### config.mk
export PLATFORM = sky130hd
export DESIGN_NAME = i2s_tx_multi
export DESIGN_NICKNAME = d
export VERILOG_FILES = /design/src/rtl/audio_pkg.sv /design/src/rtl/audio_sample_fifo.sv /design/src/rtl/i2s_tx_multi.sv
export SDC_FILE = /design/constraint.sdc
export NUM_CORES = 1
export LEC_CHECK = 0
export ABC_CLOCK_PERIOD_IN_PS = 8250
export BUFFER_PORTS_ARGS = -buffer_cell sky130_fd_sc_hd__buf_2
export CAP_MARGIN = 20
export CORE_MARGIN = 10
export CORE_UTILIZATION = 66
export CTS_CLUSTER_SIZE = 25
export DETAILED_ROUTE_END_ITERATION = 10
export PLACE_DENSITY = 0.85
export RECOVER_POWER = 25
export SETUP_SLACK_MARGIN = 0.1
export SYNTH_ARGS = -nofsm -noshare
export SYNTH_HDL_FRONTEND = slang
export SYNTH_SLANG_ARGS = --single-unit
export TNS_END_PERCENT = 5
### constraint.sdc
create_clock -name clk -period 8.25 [get_ports clk]
set_clock_uncertainty 0.2 [all_clocks]
set_input_delay 2.0625 -clock clk [delete_from_list [all_inputs] [get_ports clk]]
set_output_delay 2.0625 -clock clk [all_outputs]
set_load 0.1 [all_outputs]
### src/rtl/audio_pkg.sv
// Shared definitions for the serial-audio transmitter family.
package audio_pkg;

   // Frame format selector; the spare code behaves like I2S.
   typedef enum logic [1:0] {
      FMT_I2S = 2'b00,
      FMT_LJ  = 2'b01,
      FMT_RJ  = 2'b10,
      FMT_ALT = 2'b11
   } fmt_e;

   // Width of an occupancy count able to hold 0..depth.
   function automatic int unsigned level_w(input int unsigned depth);
      return $clog2(depth) + 1;
   endfunction

   // Legal parameter combination for the transmitter.
   function automatic bit cfg_ok(input int unsigned data_w,
                                 input int unsigned slot_w,
                                 input int unsigned bck_half,
                                 input int unsigned depth);
      return (data_w >= 8) && (data_w <= 32) && (slot_w >= data_w + 1) &&
             (bck_half >= 1) && (depth >= 2) && ((depth & (depth - 1)) == 0);
   endfunction

endpackage

### src/rtl/audio_sample_fifo.sv
// Synchronous stereo-pair FIFO with occupancy count and show-ahead read.
module audio_sample_fifo
   import audio_pkg::*;
#(
   parameter int unsigned WIDTH = 48,
   parameter int unsigned DEPTH = 4
) (
   input  logic                      clk,
   input  logic                      rst_n,
   input  logic                      i_push,
   input  logic                      i_pop,
   input  logic [WIDTH-1:0]          i_wdata,
   output logic [WIDTH-1:0]          o_rdata_c,
   output logic [level_w(DEPTH)-1:0] o_level,
   output logic                      o_full_c,
   output logic                      o_empty_c
);
   localparam int unsigned AW = $clog2(DEPTH);
   localparam int unsigned LW = level_w(DEPTH);

   logic [WIDTH-1:0] r_mem [DEPTH];
   logic [AW-1:0]    r_wptr;
   logic [AW-1:0]    r_rptr;
   logic [LW-1:0]    r_level;
   logic             w_push;
   logic             w_pop;

   // Qualify requests against the current occupancy.
   always_comb begin
      o_full_c  = (r_level == LW'(DEPTH));
      o_empty_c = (r_level == '0);
      w_push    = i_push && !o_full_c;
      w_pop     = i_pop && !o_empty_c;
      o_rdata_c = r_mem[r_rptr];
   end

   // Pointers and level; a push and pop together leave the level alone.
   always_ff @(posedge clk or negedge rst_n) begin
      if (!rst_n) begin
         r_wptr  <= '0;
         r_rptr  <= '0;
         r_level <= '0;
      end else begin
         if (w_push) r_wptr <= r_wptr + AW'(1);
         if (w_pop)  r_rptr <= r_rptr + AW'(1);
         case ({w_push, w_pop})
            2'b10:   r_level <= r_level + LW'(1);
            2'b01:   r_level <= r_level - LW'(1);
            default: r_level <= r_level;
         endcase
      end
   end

   // Storage array.
   always_ff @(posedge clk) begin
      if (w_push) r_mem[r_wptr] <= i_wdata;
   end

   assign o_level = r_level;

endmodule

### src/rtl/i2s_tx_multi.sv
// Parametrised I2S / left- / right-justified stereo transmitter with sample FIFO.
module i2s_tx_multi
   import audio_pkg::*;
#(
   parameter int unsigned DATA_W        = 24,
   parameter int unsigned SLOT_W        = 32,
   parameter int unsigned BCK_HALF      = 1,
   parameter int unsigned FIFO_DEPTH    = 4,
   parameter int unsigned UNDERRUN_ZERO = 1
) (
   input  logic                           clk,
   input  logic                           rst_n,
   input  logic                           enable,
   input  logic [1:0]                     fmt,
   input  logic                           s_valid,
   output logic                           s_ready,
   input  logic [DATA_W-1:0]              s_left,
   input  logic [DATA_W-1:0]              s_right,
   output logic [level_w(FIFO_DEPTH)-1:0] fifo_level,
   output logic                           frame_start,
   output logic                           underrun,
   input  logic                           underrun_clr,
   output logic                           i2s_lrck,
   output logic                           i2s_bck,
   output logic                           i2s_data
);
   localparam int unsigned DIV_W  = (BCK_HALF > 1) ? $clog2(BCK_HALF) : 1;
   localparam int unsigned CNT_W  = $clog2(2 * SLOT_W);
   localparam int unsigned PAIR_W = 2 * DATA_W;

   if (!cfg_ok(DATA_W, SLOT_W, BCK_HALF, FIFO_DEPTH)) begin : g_bad_cfg
      $error("i2s_tx_multi: illegal parameter combination");
   end

   logic [DIV_W-1:0]  r_div;
   logic              r_bck;
   logic [CNT_W-1:0]  r_cnt;
   logic              r_lrck;
   logic              r_frame_start;
   logic              r_underrun;
   logic [SLOT_W-1:0] r_sh;
   logic [1:0]        r_fmt;
   logic [DATA_W-1:0] r_right;
   logic [DATA_W-1:0] r_last_l;
   logic [DATA_W-1:0] r_last_r;

   logic              w_tc;
   logic              w_fall;
   logic              w_frame;
   logic              w_rslot;
   logic              w_pop;
   logic              w_full;
   logic              w_empty;
   logic [CNT_W-1:0]  w_cnt_nxt;
   logic [PAIR_W-1:0] w_pair;
   logic [DATA_W-1:0] w_src_l;
   logic [DATA_W-1:0] w_src_r;

   // Position a sample inside its slot for the selected framing.
   function automatic logic [SLOT_W-1:0] place(input logic [DATA_W-1:0] s, input logic [1:0] f);
      logic [SLOT_W-1:0] w;
      w = {{(SLOT_W - DATA_W){1'b0}}, s};
      case (f)
         FMT_LJ:  return w << (SLOT_W - DATA_W);
         FMT_RJ:  return w;
         default: return w << (SLOT_W - DATA_W - 1);
      endcase
   endfunction

   audio_sample_fifo #(
      .WIDTH (PAIR_W),
      .DEPTH (FIFO_DEPTH)
   ) u_fifo (
      .clk       (clk),
      .rst_n     (rst_n),
      .i_push    (s_valid),
      .i_pop     (w_pop),
      .i_wdata   ({s_left, s_right}),
      .o_rdata_c (w_pair),
      .o_level   (fifo_level),
      .o_full_c  (w_full),
      .o_empty_c (w_empty)
   );

   // Edge/slot decode and the sample source for the next frame.
   always_comb begin
      w_tc      = (r_div == DIV_W'(BCK_HALF - 1));
      w_fall    = enable && w_tc && r_bck;
      w_cnt_nxt = (r_cnt == CNT_W'(2 * SLOT_W - 1)) ? '0 : r_cnt + CNT_W'(1);
      w_frame   = w_fall && (w_cnt_nxt == '0);
      w_rslot   = w_fall && (w_cnt_nxt == CNT_W'(SLOT_W));
      w_pop     = w_frame && !w_empty;
      w_src_l   = '0;
      w_src_r   = '0;
      if (!w_empty) begin
         w_src_l = w_pair[PAIR_W-1 -: DATA_W];
         w_src_r = w_pair[DATA_W-1:0];
      end else if (UNDERRUN_ZERO == 0) begin
         w_src_l = r_last_l;
         w_src_r = r_last_r;
      end
   end

   // BCK divider and bit counter, parked at reset values while disabled.
   always_ff @(posedge clk or negedge rst_n) begin
      if (!rst_n) begin
         r_div <= '0;
         r_bck <= 1'b0;
         r_cnt <= CNT_W'(2 * SLOT_W - 1);
      end else if (!enable) begin
         r_div <= '0;
         r_bck <= 1'b0;
         r_cnt <= CNT_W'(2 * SLOT_W - 1);
      end else if (w_tc) begin
         r_div <= '0;
         r_bck <= ~r_bck;
         if (r_bck) r_cnt <= w_cnt_nxt;
      end else begin
         r_div <= r_div + DIV_W'(1);
      end
   end

   // Shift register, LRCK and frame pulse, all updated on BCK falling events.
   always_ff @(posedge clk or negedge rst_n) begin
      if (!rst_n) begin
         r_sh          <= '0;
         r_lrck        <= 1'b0;
         r_frame_start <= 1'b0;
      end else begin
         r_frame_start <= w_frame;
         if (!enable) begin
            r_sh   <= '0;
            r_lrck <= 1'b0;
         end else if (w_fall) begin
            r_lrck <= (w_cnt_nxt >= CNT_W'(SLOT_W));
            if (w_frame)      r_sh <= place(w_src_l, fmt);
            else if (w_rslot) r_sh <= place(r_right, r_fmt);
            else              r_sh <= {r_sh[SLOT_W-2:0], 1'b0};
         end
      end
   end

   // Per-frame latches: format, held right sample, last popped pair.
   always_ff @(posedge clk or negedge rst_n) begin
      if (!rst_n) begin
         r_fmt    <= FMT_I2S;
         r_right  <= '0;
         r_last_l <= '0;
         r_last_r <= '0;
      end else if (w_frame) begin
         r_fmt   <= fmt;
         r_right <= w_src_r;
         if (!w_empty) begin
            r_last_l <= w_src_l;
            r_last_r <= w_src_r;
         end
      end
   end

   // Sticky underrun; a fresh underrun wins over a clear.
   always_ff @(posedge clk or negedge rst_n) begin
      if (!rst_n)                  r_underrun <= 1'b0;
      else if (w_frame && w_empty) r_underrun <= 1'b1;
      else if (underrun_clr)       r_underrun <= 1'b0;
   end

   assign s_ready     = !w_full;
   assign frame_start = r_frame_start;
   assign underrun    = r_underrun;
   assign i2s_lrck    = r_lrck;
   assign i2s_bck     = r_bck;
   assign i2s_data    = r_sh[SLOT_W-1];

endmodule

# Yosys cells after proc, flatten, opt, wreduce, memory -nomap -nowiden
# Memory sizes are Yosys's and may differ from the RTL's.
# Index checks and enable logic that the tools add are counted.
[op_classes] eq_ne=12 add_sub_neg=6 mux=23 order_cmp=1 bitwise=2 n_reduce_logical=15
[ops] cell="32-bit 2-to-1 mux" n=4
[ops] cell="32-bit case mux with 2 select lines" n=2
[ops] cell="24-bit 2-to-1 mux" n=2
[ops] cell="6-bit 2-to-1 mux" n=4
[ops] cell="6-bit equality test (second input constant)" n=2
[ops] cell="1-bit 2-to-1 mux" n=10
[ops] cell="1-bit logical AND" n=8
[ops] cell="6-bit by 1-bit adder with 6-bit output (second input constant)" n=1
[ops] cell="2-bit by 1-bit equality test with 1-bit output (second input constant)" n=3
[ops] cell="2-bit equality test (second input constant)" n=3
[ops] cell="6-bit greater-or-equal comparator (second input constant)" n=1
[ops] cell="6-bit logical NOT" n=1
[ops] cell="3-bit case mux with 2 select lines" n=1
[ops] cell="2-bit by 1-bit adder with 2-bit output (second input constant)" n=2
[ops] cell="2-bit by 1-bit inequality test with 1-bit output (second input constant)" n=2
[ops] cell="2-bit nonzero test" n=2
[ops] cell="3-bit by 1-bit adder with 3-bit output (second input constant)" n=1
[ops] cell="3-bit equality test (second input constant)" n=1
[ops] cell="3-bit logical NOT" n=1
[ops] cell="3-bit by 1-bit subtractor with 3-bit output (second input constant)" n=1
[ops] cell="1-bit logical NOT" n=2
[ops] cell="2-bit inequality test (second input constant)" n=1
[ops] cell="1-bit NOT" n=2
[ops] cell="2-bit AND reduction" n=1
[ops] cell="1-bit adder (second input constant)" n=1
[word_totals] regBits=76 n_memories=1 mem_bits_rw=192 word_cells=72 inputBits=55
[memory_table] memory="u_fifo.r_mem" depth=4 word_bits=48 rd=1 rd_ports_with_merged_regs=0 write_ports=1 line="audio_sample_fifo.sv:21" text="logic [WIDTH-1:0] r_mem [DEPTH];"

# Depth between registers and ports, before layout
# Gate-level depths: netlist (run 1).
[depth] depth_word=8 ltp_mapped=12

# Hierarchy
# Synthesis (run 1) repeated with hierarchy kept, for this count alone.
[hier_totals] cells_unflattened=808 hier_area_um2=11797.6
[by_module_without_submodules] mod="audio_sample_fifo" cells_each=288 area_per_inst_um2=7407.1 n_inst=1
[by_module_without_submodules] mod="i2s_tx_multi" cells_each=520 area_per_inst_um2=4390.5 n_inst=1

# Worst setup path after synthesis (run 1)
# OpenSTA, ideal clock, no wires.
[synth_path] path_type="reg2out" startpoint="reg u_fifo.r_level[0], in the netlist u_fifo.o_level[0]" endpoint="out s_ready" path_slack_ps=3977 t_arrival_ps=2011 n_path_buf=0 stages_incl_launch_ff=3 path_cell_list="dfrtp_1 -> inv_1 -> nand3_1"
[synth_via] elab_chain_len=2
[synth_lines] item="from (decl)" line="audio_sample_fifo.sv:24" text="logic [LW-1:0] r_level;"
[synth_lines] item="from (signal assigned)" line="audio_sample_fifo.sv:47" text="2'b10: r_level <= r_level + LW'(1);"
[synth_lines] item="from (signal assigned)" line="audio_sample_fifo.sv:48" text="2'b01: r_level <= r_level - LW'(1);"
[synth_lines] item="from (signal assigned)" line="audio_sample_fifo.sv:49" text="default: r_level <= r_level;"
[synth_lines] item="3-bit equality test" line="audio_sample_fifo.sv:30" text="o_full_c = (r_level == LW'(DEPTH));"
[synth_lines] item="1-bit logical NOT" line="i2s_tx_multi.sv:167" text="assign s_ready = !w_full;"
[synth_lines] item="to (decl)" line="i2s_tx_multi.sv:16" text="output logic s_ready,"
# No other way between the ends.

# Worst setup path in the final report (run 1)
[layout_path] startpoint="in enable" endpoint="reg u_fifo.r_level[2], in the netlist u_fifo.o_level[2]"
[layout_via] elab_chain_len=7 elab_cells_between_ends=9 classes_between="eq/ne: 2; mux: 1; reduce/logical: 6"
[layout_lines] item="from (decl)" line="i2s_tx_multi.sv:13" text="input logic enable,"
[layout_lines] item="1-bit logical AND (*) (2 in series)" line="i2s_tx_multi.sv:88" text="w_fall = enable && w_tc && r_bck;"
[layout_lines] item="1-bit logical AND (*)" line="i2s_tx_multi.sv:90" text="w_frame = w_fall && (w_cnt_nxt == '0);"
[layout_lines] item="1-bit logical AND (*)" line="i2s_tx_multi.sv:92" text="w_pop = w_frame && !w_empty;"
[layout_lines] item="1-bit logical AND (*)" line="audio_sample_fifo.sv:33" text="w_pop = i_pop && !o_empty_c;"
[layout_lines] item="net u_fifo.w_pop" line="audio_sample_fifo.sv:26" text="logic w_pop;"
[layout_lines] item="2-bit by 1-bit equality test with 1-bit output / 2-bit equality test (equally long branches)" line="audio_sample_fifo.sv:46" text="case ({w_push, w_pop})"
[layout_lines] item="3-bit case mux with 2 select lines / 2-bit nonzero test (equally long branches)"
# The timed path passes the listed nets; every way through them passes the cells marked *.
# A chain may end at the register's enable or synchronous reset.

==> flow_summary_export.csv, run 1 <==
group,metric,value,unit
cts,insertion_delay,550,ps
power_and_ir_drop,p_per_area,352.1,nW/um^2
layout,area_delta_synth_final,10.90,%
timing,setup_viol_count_final,0,
timing,hold_viol,0,
floorplan,io_pins,64,
synthesis,synthAdderAreaFrac,1.355,%
critical_path,worst-setup-path-type,"input pin to flip-flop",
layout,layout_commonest_cell,"edfxtp_1",
global_routing,grt_max_degree,76,
power_and_ir_drop,pwr-share-clk,26.9,%
synthesis,synth-main-ff-cell,"edfxtp_1",
power_and_ir_drop,p_leak,4.591,nW
synthesis,synth_top_family_by_area,"compound AO/OA/AOI/OAI gates",
layout,final_area,12900,sq um
critical_path,crit_top_cell,"xor2_1",
layout,final_core_util,74.57,%
cts,cts_setup_buffers,0,
synthesis,ys_warn_count,0,
global_routing,grt_pass1_vias,7439,
power_and_ir_drop,p_comb_share,31.4,%
critical_path,critPathSlowestCell,"and2_1",
critical_path,arrival,4960,ps
drt,wl_per_cell,25.36,um
synthesis,synth_top_area_cell,"edfxtp_1",
synthesis,synth_area_leaders,"edfxtp_1 (50%), dfrtp_1 (15%), mux4_2 (9.3%)",
critical_path,required,8510,ps
timing,drv_slew,0,
flow_run,drv_cap,0,
power_and_ir_drop,seqPwrFrac,41.7,%
place,gp_congestion,0.9460,
drt,finalWirelength,27330,um
drt,firstDrtPassIters,6,
synthesis,synth_compound_area_share,13.38,%
timing,max-slew-margin-rel,33.15,%
floorplan,initial_core_util,67.25,%
synthesis,yosysTopAreaCellShare,49.57,%
critical_path,startpoint_type,"input pin",
floorplan,die_h,152.8,um
synthesis,synth_mux_area_share,10.34,%
critical_path,critPathMaxStageDelay,450,ps
hold_path,hold_class,"flip-flop to flip-flop",
synthesis,synth_seq_area_share,65.77,%
place,io_buffers,63,
cts,numCtsBuffers,27,
drt,drc,0,
synthesis,avgSynthCellArea,14.74,sq um
synthesis,synth_xor_area_share,0.6777,%
cts,clock_sinks,267,
power_and_ir_drop,internal-power,2.974,mW
place,hpwl,16620,um
floorplan,core,17300,sq um
drt,vias,7398,
global_routing,track_usage,23.06,%
synthesis,netlist_area,11630,sq um
critical_path,cp_top_family,"simple AND/OR/NAND/NOR gates",
layout,layout-drive-gt1-share,17.12,%
synthesis,ys_types,49,
synthesis,synth-simple-area-share,5.314,%
synthesis,async_reset_ff_share,28.09,%
synthesis,synth-edff-count,192,
cts,cts_resized,0,
power_and_ir_drop,p_sw,1.569,mW
cts,cts_tree,"built",
cts,ctsHoldBuffers,0,
timing,rsz0062_at_grt,"no",
timing,min_period,4700,ps
timing,holdWs,259.1,ps
synthesis,synth.net_count,856,
global_routing,grt_pass1_wl,43140,um
drt,drt_first_iter_violations,921,
critical_path,worstPathCellList,"buf_2 -> and2_1 -> nand2_1 -> a211o_1 -> buf_4 -> nor3_2 -> ha_1 -> inv_1 -> fa_1 -> xor2_1 -> nor2_1 -> xor2_1",
drt,vias_per_cell,6.863,
cts,clk_path_buf_depth,3,
run_status,status,"completed",
floorplan,num_rows,48,
global_routing,antenna_found_initial,0,
layout,final_cell_mix,"edfxtp_1 (192), o21ai_0 (79), nand2_1 (76), dfrtp_1 (67), mux4_2 (48)",
layout,antenna_cells,0,
critical_path,worstSetupEndpointType,"flip-flop",
power_and_ir_drop,peakVddDrop,0.0003924,V
cts,cts_max_level,1,
floorplan,dieArea,23330,sq um
timing,max_freq,212.8,MHz
drt,ant_nets,0,
floorplan,die_w,152.8,um
synthesis,syn_inst,789,
cts,cts_root_buf,"clkbuf_16",
timing,tns,0,ps
global_routing,gr-total-overflow,0,
timing,min_period_over_period,56.97,%
cts,cts.clk_slew.worst_paths,60,ps
critical_path,critPathMaxFanout,42,
power_and_ir_drop,netSwitchingFraction,34.53,%
timing,tightestPinTransition,1003,ps
timing,fin_ws,3550,ps
place,pre_cts_slack,3055,ps
layout,nNetsFinal,900,
critical_path,cp.buffers_inverters,3,
place,placed_cell_area,12020,sq um
synthesis,ys_ff_latch,267,
## final timing paths
check	startpoint	endpoint	slack [ps]	cells after the start
max	enable	u_fifo.o_level[2]$_DFFE_PN0P_	3550	12
min	u_fifo.r_rptr[1]$_DFFE_PN0P_	u_fifo.r_rptr[1]$_DFFE_PN0P_	260	1
max reg2reg	r_cnt[0]$_DFFE_PN1N_	u_fifo.o_level[2]$_DFFE_PN0P_	4710	11
min reg2reg	u_fifo.r_rptr[1]$_DFFE_PN0P_	u_fifo.r_rptr[1]$_DFFE_PN0P_	260	1
max in group asynchronous	rst_n	u_fifo.r_rptr[1]$_DFFE_PN0P_	5720	1
min in group asynchronous	rst_n	r_sh[23]$_DFFE_PN0P_	1470	1
## per-stage QoR
step           instances  power [mW]
6_report            1078       4.542
2_1_floorplan        789       2.914
5_1_grt             1078       4.735
3_5_place_dp        1027       3.305
3_3_place_gp        1027       3.245
4_1_cts             1076       4.548
## power groups by stage
| stage | sequential, mW | clock [mW] | combinational (mW) |
|---|---|---|---|
| 3_3_place_gp | 1.88 | 0 | 1.36 |
| 3_5_place_dp | 1.91 | 0 | 1.40 |
| 4_1_cts | 1.89 | 1.24 | 1.42 |
| 6_report | 1.89 | 1.22 | 1.43 |
| 5_1_grt | 1.92 | 1.29 | 1.53 |
| 2_1_floorplan | 1.91 | 0 | 1.01 |
## worst register-to-register path: cells and delay by family, from the launching register on
kind                       cells  cell delay (ps)
AOI/OAI and AO/OA              1              170
xor gates and xnor gates       2              320
adders and majority gates      3              840
buffers and inverters          1               60
DFF                            1              570
muxes                          1              240
and+or+nand+nor                3             1050
## routing by layer
| layer | GRT usage [%] | wire length [um] | vias up | part of all wire [%] |
|---|---|---|---|---|
| li1 | - | - | 3195 | - |
| met1 | 30.89 | 10740 | 3723 | 39 |
| met2 | 37.61 | 13580 | 408 | 50 |
| met3 | 3.867 | 2057 | 72 | 7.5 |
| met4 | 7.902 | 954 | 0 | 3.5 |
| met5 | 0 | 0 | - | 0 |
## layout make-up
| cell class | instances | area, sq um |
|---|---|---|
| clock buffer | 37 | 743.2 |
| sequential | 267 | 7652 |
| fill | 1047 | 4398 |
| multi-input combinational | 445 | 3626 |
| tap | 225 | 281.5 |
| timing repair buffer | 77 | 387.9 |
| inverter | 15 | 56.30 |
| clock inverter | 12 | 151.4 |
## kinds of logic (layout without fill, tap and decap cells)
group           count (synthesis)  after routing
buf+inv                        77            141
mux                            60             60
flops                         267            267
simple gates                  130            130
xor+xnor                        9              9
compound gates                234            234
fa+ha+maj                      12             12
## registers in the layout, summed over array words and instances, names as in the netlist, 2 cells and up
register	cells
r_sh	32
u_fifo.r_mem	192
r_right	24
u_fifo.o_level	3
u_fifo.r_rptr	2
r_cnt	6
u_fifo.r_wptr	2
r_fmt	2
## cells in the mapped netlist (4+ instances only)
library cell  number
a21oi_1           15
a221o_1           10
a221oi_1           7
a22o_1            15
a22oi_1           32
a311oi_1           7
a32o_1             7
a41o_1             8
and2_1             4
and3_1             7
and4_1             6
buf_2             17
buf_4              5
clkbuf_1          33
dfrtp_1           69
dfstp_2            6
edfxtp_1         192
ha_1              11
inv_1             15
mux2i_1           11
mux4_2            48
nand2_1           76
nand3_1           14
nor2_1             5
nor2b_1            5
nor3_1             4
o211ai_1           9
o21ai_0           79
o21ai_1           33
o2bb2ai_1          7
xnor2_1            4
xor2_1             5
No activity file was read; power rests on OpenSTA's default activity.
==> inputs of run 2 (changes only) <==
ABC_CLOCK_PERIOD_IN_PS = 3900   (was 8250)
CORE_UTILIZATION = 55   (was 66)
PLACE_DENSITY = 0.76   (was 0.85)
clock period = 3.9 ns   (was 8.25 ns; I/O delays follow)
==> flow_summary_export.csv, run 2 (same netlist as run 1, synthesis figures left out) <==
group,metric,value,unit
layout,area_delta_synth_final,12.52,%
floorplan,die_h,165.4,um
layout,antenna_cells,0,
power_and_ir_drop,p_leak,4.648,nW
timing,rsz0062_at_grt,"no",
global_routing,grt_pass1_wl,40500,um
global_routing,grt_max_degree,50,
timing,max-slew-margin-rel,40.59,%
place,gp_congestion,0.9117,
cts,numCtsBuffers,28,
floorplan,io_pins,64,
run_status,status,"completed",
cts,insertion_delay,540,ps
timing,max_freq,313.8,MHz
cts,cts_resized,0,
critical_path,worstSetupEndpointType,"flip-flop",
flow_run,drv_cap,0,
drt,vias_per_cell,6.281,
critical_path,arrival,3440,ps
place,io_buffers,63,
timing,min_period,3187,ps
cts,ctsHoldBuffers,0,
cts,cts_root_buf,"clkbuf_16",
hold_path,hold_class,"input pin to asynchronous set/reset pin",
power_and_ir_drop,peakVddDrop,0.0004713,V
layout,largest_reg_flops,192,
drt,vias,7160,
cts,clock_sinks,267,
cts,clk_path_buf_depth,3,
drt,drt_first_iter_violations,830,
layout,nNetsFinal,911,
power_and_ir_drop,total_power,9.655,mW
drt,wl_per_cell,22.14,um
floorplan,initial_core_util,55.68,%
layout,final_core_util,62.65,%
layout,finalNonFillerCells,1140,
critical_path,worst-setup-path-type,"flip-flop to flip-flop",
layout,layout_commonest_cell,"edfxtp_1",
timing,min_period_over_period,81.71,%
layout,final_cell_mix,"edfxtp_1 (192), o21ai_0 (79), nand2_1 (76), dfrtp_1 (67), mux4_2 (48)",
timing,setup_viol_count_final,0,
drt,finalWirelength,25240,um
floorplan,die_w,165.4,um
timing,hold_viol,0,
global_routing,gr-total-overflow,0,
layout,layout-drive-gt1-share,18.50,%
global_routing,track_usage,18.86,%
cts,cts_tree,"built",
critical_path,required,4150,ps
floorplan,num_rows,53,
critical_path,critPathMaxFanout,5,
layout,largest-register,"u_fifo.r_mem",
global_routing,antenna_found_initial,0,
power_and_ir_drop,p_per_area,737.7,nW/um^2
global_routing,grt_pass1_vias,7187,
cts,cts_max_level,1,
place,hpwl,16040,um
drt,ant_nets,0,
place,dp_cells,1089,
cts,cts_setup_buffers,0,
floorplan,core,20890,sq um
drt,drc,0,
timing,drv_slew,0,
critical_path,startpoint_type,"flip-flop",
timing,tightestPinTransition,889.1,ps
floorplan,dieArea,27360,sq um
layout,top_regs,"u_fifo.r_mem x192, r_sh x32, r_right x24",
layout,n_fill_cell,1535,
drt,firstDrtPassIters,6,
cts,cts.clk_slew.worst_paths,60,ps
-- run 2: per-layer routing --
layer	global-route usage, %	routed length [um]	vias up	share of wire (%)
met2	29.69	12200	309	48
li1	-	-	3216	-
met4	6.824	755	0	3.0
met1	25.86	10260	3587	41
met3	3.594	2028	48	8.0
met5	0	0	-	0
-- run 2: cell type report --
type                    count  area [sq um]  area share [%]
clock inverters            17         186.4           1.424
flip-flops and latches    267          7655           58.49
well taps                 275         344.1           2.629
repair buffers             87         475.5           3.633
multi-input cells         445          3626           27.71
inverters                  15         56.30          0.4302
clock buffers              34         744.5           5.688
-- run 2: where the power goes --
group | internal [mW] | switching [mW]
Clock | 1.57 | 1.09
Combinational | 1.12 | 1.79
Sequential | 3.67 | 0.412
Total | 6.36 | 3.29
-- run 2: worst paths after layout --
path / slack (ps) / cells after the start / startpoint / end
min reg2reg: 280 / 2 / r_sh[31]$_DFFE_PN0P_ / r_sh[31]$_DFFE_PN0P_
max reg2reg: 710 / 11 / r_cnt[0]$_DFFE_PN1N_ / u_fifo.o_level[2]$_DFFE_PN0P_
max: 710 / 11 / r_cnt[0]$_DFFE_PN1N_ / u_fifo.o_level[2]$_DFFE_PN0P_
max in group asynchronous: 2570 / 2 / rst_n / r_right[4]$_DFFE_PN0N_
min: 230 / 1 / rst_n / i2s_lrck$_DFFE_PN0P_
min in group clk: 280 / 2 / r_sh[31]$_DFFE_PN0P_ / r_sh[31]$_DFFE_PN0P_
-- run 2: worst max-delay path, cell delays in order (launching register included) --
cell,delay (ps)
dfstp_2,570
ha_1,230
and2_1,220
nand4_1,220
a211o_1,340
nor3_2,230
ha_1,230
inv_1,60
fa_1,370
xor2_1,150
nor2_1,110
xor2_1,170
-- run 2: stage by stage --
step	instance area [sq um]	TNS, ps	hold slack [ps]	worst slack (ps)
after global routing	13090	0	276.0	496.3
after floorplan	11630	-9314	250.3	-64.68
after detailed placement	12200	0	270.7	674.8
after CTS	13140	0	247.4	714.9
final	13090	0	231.0	713.2
after global placement	12200	0	261.1	711.6
==> inputs of run 3 (changes only) <==
ABC_CLOCK_PERIOD_IN_PS = 2700   (was 3900)
clock period = 2.7 ns   (was 3.9 ns; I/O delays follow)
==> flow_summary_export.csv, run 3 (same netlist as run 1, synthesis figures left out) <==
group,metric,value,unit
timing,tightestPinTransition,698.5,ps
layout,finalNonFillerCells,1173,
global_routing,grt_max_degree,50,
critical_path,worstPathCellList,"ha_4 -> and2_4 -> nand4_1 -> a211o_1 -> nor3_2 -> ha_2 -> inv_2 -> fa_2 -> xor2_1 -> nor2_1 -> xor2_1",
cts,numCtsBuffers,27,
critical_path,critPathMaxStageDelay,580,ps
cts,clock_sinks,267,
global_routing,gr-total-overflow,0,
floorplan,die_h,165.4,um
cts,cts_tree,"built",
drt,firstDrtPassIters,6,
drt,vias_per_cell,6.301,
global_routing,grt_pass1_vias,7549,
timing,rsz0062_at_grt,"yes",
timing,max_freq,369.3,MHz
power_and_ir_drop,p_leak,4.840,nW
layout,layout_commonest_cell,"edfxtp_1",
critical_path,cp_top_family,"adder cells",
layout,largest_reg_flops,192,
layout,area_delta_synth_final,15.88,%
global_routing,globalRouteMet2Util,31.33,%
critical_path,cp.buffers_inverters,1,
critical_path,worst-setup-path-type,"flip-flop to flip-flop",
place,gp_congestion,0.8926,
global_routing,grt_pass1_wl,41930,um
timing,hold_viol,0,
global_routing,grtUsageMet1,26.80,%
timing,min_period,2708,ps
drt,wl_per_cell,22.36,um
drt,drt_first_iter_violations,925,
floorplan,io_pins,64,
drt,finalWirelength,26230,um
critical_path,worstSetupEndpointType,"flip-flop",
timing,fin_ws,-7.945,ps
floorplan,die_w,165.4,um
cts,cts.clk_slew.worst_paths,60,ps
place,hpwl,16940,um
floorplan,core,20890,sq um
cts,insertion_delay,530,ps
layout,antenna_cells,0,
global_routing,met3_usage,3.198,%
layout,nNetsFinal,945,
place,dp_cells,1120,
power_and_ir_drop,p_per_area,1046,nW/um^2
global_routing,grt.busiest_layer,"met2",
floorplan,initial_core_util,55.68,%
run_status,violations,"setup timing",
drt,ant_nets,0,
floorplan,dieArea,27360,sq um
critical_path,crit_top_cell,"xor2_1",
floorplan,num_rows,53,
critical_path,critPathSlowestCell,"dfstp_2",
cts,clk_path_buf_depth,3,
global_routing,antenna_found_initial,0,
power_and_ir_drop,peakVddDrop,0.0008119,V
layout,layout-drive-gt1-share,22.61,%
critical_path,startpoint_type,"flip-flop",
timing,max-slew-margin-rel,53.43,%
timing,tns,-7.945,ps
cts,cts_root_buf,"clkbuf_16",
drt,drc,0,
layout,largest-register,"u_fifo.r_mem",
hold_path,hold_class,"input pin to flip-flop",
flow_run,drv_cap,0,
drt,vias,7391,
run_status,status,"finished, violations left",
critical_path,arrival,2950,ps
timing,min_period_over_period,100.3,%
timing,holdWs,156.7,ps
place,io_buffers,63,
critical_path,required,2940,ps
critical_path,critPathMaxFanout,3,
global_routing,track_usage,19.38,%
timing,drv_slew,0,
timing,setup_viol_count_final,1,
layout,final_cell_mix,"edfxtp_1 (192), o21ai_0 (78), nand2_1 (75), dfrtp_1 (63), mux4_2 (48)",
layout,top_regs,"u_fifo.r_mem x192, r_sh x32, r_right x24",
cts,cts_max_level,1,
## run 3: power breakdown
group | total [mW] | leakage [nW] | internal, mW | switching [mW]
logic | 4.70 | 1.70 | 1.87 | 2.83
registers | 5.78 | 2.73 | 5.30 | 0.475
clock network | 3.62 | 0.412 | 2.15 | 1.48
## run 3: what timing repair did
item                       4_1_cts  5_1_grt
resized for setup                7        2
hold buffers                     1        0
hold endpoints to repair        25        0
pin swaps                        7        1
setup endpoints to repair        3       59
buffers inserted                 2        1
## run 3: path summary, 6_finish.rpt
| check | startpoint | endpoint | slack [ps] | depth (start not counted) |
|---|---|---|---|---|
| max | r_cnt[1]$_DFFE_PN1N_ | u_fifo.o_level[2]$_DFFE_PN0P_ | -8 | 11 |
| min | underrun_clr | underrun$_DFFE_PN0P_ | 160 | 2 |
| max reg2reg | r_cnt[1]$_DFFE_PN1N_ | u_fifo.o_level[2]$_DFFE_PN0P_ | -8 | 11 |
| min reg2reg | r_sh[29]$_DFFE_PN0P_ | r_sh[29]$_DFFE_PN0P_ | 280 | 2 |
| max in group asynchronous | rst_n | u_fifo.r_rptr[0]$_DFFE_PN0P_ | 1270 | 3 |
| min in group asynchronous | rst_n | i2s_lrck$_DFFE_PN0P_ | 410 | 2 |
## run 3: stage by stage
| step | utilization, % | total power, mW | setup WS [ps] | area, sq um |
|---|---|---|---|---|
| 4_1_cts | 64.60 | 14.14 | -13.20 | 13490 |
| 3_3_place_gp | 60.28 | 10.36 | -42.76 | 12590 |
| 6_report | 64.52 | 14.10 | -7.945 | 13480 |
| 2_1_floorplan | - | 8.925 | -130.6 | 11690 |
| 5_1_grt | 64.52 | 14.76 | -135.4 | 13480 |
| 3_5_place_dp | 60.28 | 10.47 | -112.0 | 12590 |
## run 3: layout make-up
| type | count | area [sq um] |
|---|---|---|
| Clock buffer | 40 | 765.7 |
| Clock inverter | 9 | 96.34 |
| Multi-Input combinational cell | 445 | 3675 |
| Tap cell | 275 | 344.1 |
| Inverter | 15 | 56.30 |
| Sequential cell | 267 | 7662 |
| Fill cell | 1502 | 7411 |
| Timing Repair Buffer | 122 | 878.3 |
## run 3: routing by layer
metal | share of wire, % | vias to the layer above
met5 | 0 | -
met4 | 2.3 | 0
met3 | 8.0 | 54
met2 | 48 | 361
met1 | 41 | 3688
li1 | - | 3288
